--- src/rtl/clk_div_ctrl.sv ---
// Run/stop and reconfiguration controller for a glitch-free programmable clock divider.
// Ratio changes land only on period boundaries; stopping never truncates a high phase.
module clk_div_ctrl #(
  parameter int unsigned CNT_W        = 16,
  parameter int unsigned DEFAULT_HALF = 125
) (
  input  logic             clk_in,
  input  logic             rst_n,
  input  logic             en,
  input  logic             cfg_valid,
  input  logic [CNT_W-1:0] cfg_half,
  output logic             cfg_ready,
  output logic             cfg_err,
  output logic             clk_out,
  output logic             tick,
  output logic             running,
  output logic [CNT_W-1:0] cur_half
);

  typedef enum logic [1:0] {
    StIdle,
    StRun,
    StStopping
  } state_e;

  state_e           state_q, state_d;
  logic [CNT_W-1:0] cnt_q, cnt_d;
  logic [CNT_W-1:0] half_q, half_d;
  logic [CNT_W-1:0] pend_q, pend_d;
  logic             pend_vld_q, pend_vld_d;
  logic             clk_q, clk_d;
  logic             tick_q, tick_d;
  logic             err_q, err_d;

  logic cfg_acc;
  logic cfg_zero;
  logic last;
  logic apply;

  assign cfg_acc  = cfg_valid && !pend_vld_q;
  assign cfg_zero = (cfg_half == '0);
  assign last     = (cnt_q == (half_q - CNT_W'(1)));

  always_comb begin
    state_d    = state_q;
    cnt_d      = cnt_q;
    clk_d      = clk_q;
    half_d     = half_q;
    pend_d     = pend_q;
    pend_vld_d = pend_vld_q;
    err_d      = 1'b0;
    apply      = 1'b0;

    unique case (state_q)
      StIdle: begin
        cnt_d = '0;
        clk_d = 1'b0;
        if (en) begin
          state_d = StRun;
        end
      end
      StRun, StStopping: begin
        if (!en && !clk_q) begin
          // Low phase: stopping here cannot shorten a visible pulse.
          state_d = StIdle;
          cnt_d   = '0;
          apply   = 1'b1;
        end else begin
          if (last) begin
            cnt_d = '0;
            clk_d = ~clk_q;
          end else begin
            cnt_d = cnt_q + CNT_W'(1);
          end
          if (last && clk_q) begin
            apply   = 1'b1;
            state_d = en ? StRun : StIdle;
          end else begin
            state_d = en ? StRun : StStopping;
          end
        end
      end
      default: begin
        state_d = StIdle;
        cnt_d   = '0;
        clk_d   = 1'b0;
      end
    endcase

    // Pending ratio is consumed before a new accept so a same-edge accept waits a period.
    if (apply && pend_vld_q) begin
      half_d     = pend_q;
      pend_vld_d = 1'b0;
    end

    if (cfg_acc) begin
      if (cfg_zero) begin
        err_d = 1'b1;
      end else if (state_q == StIdle) begin
        half_d = cfg_half;
      end else begin
        pend_d     = cfg_half;
        pend_vld_d = 1'b1;
      end
    end

    tick_d = !clk_q && clk_d;
  end

  always_ff @(posedge clk_in or negedge rst_n) begin
    if (!rst_n) begin
      state_q    <= StIdle;
      cnt_q      <= '0;
      half_q     <= CNT_W'(DEFAULT_HALF);
      pend_q     <= '0;
      pend_vld_q <= 1'b0;
      clk_q      <= 1'b0;
      tick_q     <= 1'b0;
      err_q      <= 1'b0;
    end else begin
      state_q    <= state_d;
      cnt_q      <= cnt_d;
      half_q     <= half_d;
      pend_q     <= pend_d;
      pend_vld_q <= pend_vld_d;
      clk_q      <= clk_d;
      tick_q     <= tick_d;
      err_q      <= err_d;
    end
  end

  assign cfg_ready = !pend_vld_q;
  assign cfg_err   = err_q;
  assign clk_out   = clk_q;
  assign tick      = tick_q;
  assign running   = (state_q != StIdle);
  assign cur_half  = half_q;

endmodule
--- config.mk ---
export PLATFORM = sky130hd
export DESIGN_NAME = clk_div_ctrl
export DESIGN_NICKNAME = d
export VERILOG_FILES = /design/src/rtl/clk_div_ctrl.sv
export SDC_FILE = /design/constraint.sdc
export NUM_CORES = 1
export LEC_CHECK = 0
export CORE_ASPECT_RATIO = 1.5
export CORE_MARGIN = 2
export CORE_UTILIZATION = 45
export CTS_BUF_LIST = sky130_fd_sc_hd__clkbuf_16
export DETAILED_ROUTE_END_ITERATION = 6
export MAX_ROUTING_LAYER = met4
export PLACE_DENSITY_LB_ADDON = 0.3
export SLEW_MARGIN = 30
export SYNTH_ARGS = -nofsm -noshare
export SYNTH_HDL_FRONTEND = slang
export SYNTH_SLANG_ARGS = --single-unit
--- constraint.sdc ---
create_clock -name clk_in -period 3.6 [get_ports clk_in]
set_input_delay 0.72 -clock clk_in [delete_from_list [all_inputs] [get_ports clk_in]]
set_output_delay 0.72 -clock clk_in [all_outputs]
set_load 0.005 [all_outputs]
==> flow_results.org <==
** Status
- Run status :: finished clean

** Drt
- For this block, the routed nets add up to 6.513 mm of wire.
- Residual antenna-violating net count after detailed routing :: 0
- Vias per std cell :: 5.739
- Routed vias :: 2261
- Number of DRC markers after the initial detailed-route iteration :: 120
- After detailed routing, the number of remaining DRC violations is 0.
- Dividing the detail-routed wire length by the instance count gives 16.53 microns.
- Before antenna repair, the detailed router went through 4 iterations.

** Power
- Cell internal pwr :: 0.001801 W
- Of the total power, the share spent switching nets is 0.3533.
- Total power for the finished layout comes to 0.002786 W.
- The share of total power dissipated in combinational logic is 0.418.
- In this run the power density over the cells is 780.9 mW/mm^2.
- Of the total power, registers draw 0.389.
- Leak pwr :: 1.468 nW
- Sw Pwr :: 0.0009843 W
- VDD IR-drop max :: 0.0005983 V
- Portion of total power attributed to the clock network :: 0.192

** Logic synthesis
- Count of flip-flops with a built-in enable after synthesis :: 0
- Avg Inst Size Synth :: 10.63 sq um
- Synthesis produced a netlist whose cell count is 279.
- Mapped Nets :: 304
- The netlist uses 52 different library cells.
- For this run, the number of Yosys warnings is 0.
- Top flip-flop cell by instance count after synthesis :: sky130_fd_sc_hd__dfrtp_1
- Of all flip-flops after synthesis, the portion carrying an async set or reset was 1.000.
- Cell Area, Synth :: 0.002965 sq mm
- Part of the Yosys area used for sequential elements :: 0.4582
- Total of flip-flops plus latches after synthesis :: 54

** Clock network
- The longest clock path from root to sink contains 2 buffers.
- Hold repair after CTS inserted 0 buffers.
- In this run the number of H-tree levels came out at 2.
- The tree is rooted in a sky130_fd_sc_hd__clkbuf_16.
- Num CTS Buffers :: 5
- Clock tree sinks :: 54
- Latest clock arrival within the worst-skew pair :: 0.29 ns
- CTS tree :: yes
- CTS clock-pin slew for the worst setup and hold paths :: 0.07 ns
- Post-CTS repair changed the size of 0 cells.
- Buffers added to address setup during post-CTS repair amount to 0.

** Timing
- Dividing the final minimum period by the clock period gives 0.8931.
- Final hold violations :: 0
- Setup violators final :: 0
- Fmax :: 311.0 MHz
- Maximum clock skew at final layout :: 0.004063 ns
- Slew at the pin closest to its max-slew limit :: 0.7802 ns
- The routed design could run at a clock period as short as 3.215 ns.
- Max Slew Vio Count :: 0
- Final setup TNS :: 0 ns
- Across all hold checks on the routed design, the worst slack comes to 0.5044 ns.
- Remaining max-slew budget at the tightest pin :: 0.4799
- Setup repair after global routing left no endpoint under its margin.

** Finish
- Leaving out fill and tap cells, the most frequent cells in the layout are sky130_fd_sc_hd__dfrtp_1, sky130_fd_sc_hd__clkdlybuf4s50_1, sky130_fd_sc_hd__nor2_1.
- Area growth from synthesis to final layout :: 20.30%
- Number of diodes :: 0
- Fill count :: 583
- Summing all flip-flop and latch instances after layout gives 0.001359 sq mm.
- Summing all multi-input logic gate instances after layout gives 0.001495 sq mm.
- Number of nets in the layout :: 342
- Of the cells placed in the final design, the portion with a size suffix greater than 1 is 0.1289.
- Leaving out fill and tap cells, the most frequent cell in the layout is sky130_fd_sc_hd__dfrtp_1.

** Floorplanning
- For this configuration, the core starts out at a cell density of 0.4604.
- Row count :: 36
- Core Region :: 0.006441 sq mm
- The floorplan step set the die width to 70.28 microns.
- The die is 103.4 microns tall.
- Top Ports :: 41
- The die covers 0.007268 sq mm.

** GRT
- Vias in the first global route :: 2239
- Global Route Usage Sum :: 0.1981
- Largest net degree at the start of global routing :: 36
- The total overflow left after global routing is 0.
- First-pass GRT wire length :: 11.05 mm
- The number of antenna violations at the first check in global routing came to 0.

** Worst setup path
- CP endpoint kind :: flop
- Setup crit start kind :: flop
- Data arrives at the worst endpoint at 3.44 ns.
- Peak fanout along the critical path :: 16
- CP Class :: flop to flop
- Required time reported for the critical path endpoint :: 3.83 ns

** Placement
- Detailed placement ended at an HPWL of 4.951 mm.
- Port Buf Inserts :: 40
- Routability congestion estimate :: 0.8641

** Run
- Across the run, the number of max-cap violations was 0.

** Min path
- Path class of the lowest-slack min-delay path :: input pin to asynchronous set/reset pin
-- flip-flops by register name, indices dropped and copies added, names as in the netlist --
name and count:
state_q 2, pend_q 16, cfg_err 1, clk_out 1
pend_vld_q 1, cur_half 16, tick 1, cnt_q 16
-- synthesized netlist by cell type, types with 2 or more instances --
library cell	instances	area, sq um
sky130_fd_sc_hd__mux2_2	16	180.2
sky130_fd_sc_hd__o21ai_0	4	20.02
sky130_fd_sc_hd__buf_2	2	10.01
sky130_fd_sc_hd__o31ai_1	2	15.01
sky130_fd_sc_hd__clkbuf_1	6	22.52
sky130_fd_sc_hd__nor2_1	33	123.9
sky130_fd_sc_hd__and2_1	17	106.4
sky130_fd_sc_hd__xnor2_1	15	131.4
sky130_fd_sc_hd__nand2_1	7	26.28
sky130_fd_sc_hd__o31a_1	2	17.52
sky130_fd_sc_hd__nor3_1	4	20.02
sky130_fd_sc_hd__nand3_1	7	35.03
sky130_fd_sc_hd__nor2b_1	2	12.51
sky130_fd_sc_hd__or4_1	3	22.52
sky130_fd_sc_hd__or3_1	4	25.02
sky130_fd_sc_hd__dfrtp_1	48	1201
sky130_fd_sc_hd__dfstp_2	6	157.7
sky130_fd_sc_hd__and4_1	3	26.28
sky130_fd_sc_hd__nor4_1	10	62.56
sky130_fd_sc_hd__a221o_1	16	160.2
sky130_fd_sc_hd__a21oi_1	3	15.01
sky130_fd_sc_hd__xor2_1	18	157.7
sky130_fd_sc_hd__inv_1	9	33.78
sky130_fd_sc_hd__a31oi_1	2	12.51
sky130_fd_sc_hd__buf_6	4	45.04
sky130_fd_sc_hd__nand4_1	6	37.54
sky130_fd_sc_hd__ha_1	5	62.56
-- per-layer routing --
metal	track usage	routed length, microns
met1	0.2326	2779
met2	0.3440	3399
met4	0.08136	167
met5	-	0
met3	0.02616	167
-- layout make-up --
| cell class | count | share of cell area |
|---|---|---|
| Tap cell | 76 | 0.02666 |
| Inverter | 9 | 0.009470 |
| Clock buffer | 5 | 0.03508 |
| Clock inverter | 3 | 0.01157 |
| Timing Repair Buffer | 43 | 0.1172 |
| Multi-Input combinational cell | 204 | 0.4192 |
| Sequential cell | 54 | 0.3809 |
-- kinds of logic (layout without fill, tap and decap cells) --
group | Yosys count | in the layout | synth area share
buffers and inverters | 21 | 60 | 0.03755
flip-flops | 54 | 54 | 0.4582
adder cells (fa/ha/maj) | 5 | 5 | 0.02110
multiplexers | 16 | 16 | 0.06076
XOR/XNOR | 33 | 33 | 0.09747
AND/OR/NAND/NOR | 110 | 110 | 0.2072
AO/OA/AOI/OAI | 40 | 40 | 0.1177
-- critical path, cell delays in order, from the launching register on --
cell	delay (ns)
sky130_fd_sc_hd__dfrtp_1	0.44
sky130_fd_sc_hd__inv_1	0.08
sky130_fd_sc_hd__ha_1	0.22
sky130_fd_sc_hd__or3b_1	0.50
sky130_fd_sc_hd__o311ai_1	0.33
sky130_fd_sc_hd__a21oi_1	0.10
sky130_fd_sc_hd__or3_1	0.39
sky130_fd_sc_hd__and4_4	0.21
sky130_fd_sc_hd__a211oi_4	0.61
sky130_fd_sc_hd__a221o_1	0.26
-- metrics by stage --
stage | util | setup slack (ns) | area, sq um | std cells
3_5_place_dp | 0.5280 | 0.2909 | 3401 | 386
2_1_floorplan | - | 0.7413 | 2965 | 279
5_1_grt | 0.5538 | 0.1844 | 3567 | 394
6_report | 0.5538 | 0.3849 | 3567 | 394
3_3_place_gp | 0.5280 | 0.3192 | 3401 | 386
4_1_cts | 0.5538 | 0.3825 | 3567 | 394
-- worst paths after layout --
kind / from / endpoint / slack [ns] / cells after the start
setup / recovery: cur_half[1] / cur_half[8] / 0.38 / 9
hold / removal: rst_n / cnt_q[3] / 0.50 / 1
setup reg to reg: cur_half[1] / cur_half[8] / 0.38 / 9
hold reg to reg: pend_q[6] / pend_q[6] / 0.51 / 1
max in group asynchronous: rst_n / pend_q[8] / 2.32 / 2
min in group clk_in: pend_q[6] / pend_q[6] / 0.51 / 1
-- power groups by stage --
stage	sequential (W)	combinational, W	clock, W
floorplan	0.00101	0.000836	0
global placement	0.00109	0.00113	0
detailed placement	0.00109	0.00116	0
CTS	0.00108	0.00117	0.000547
global route	0.00111	0.00128	0.000570
finish	0.00108	0.00117	0.000536
Power figures use the tool's default switching activity.
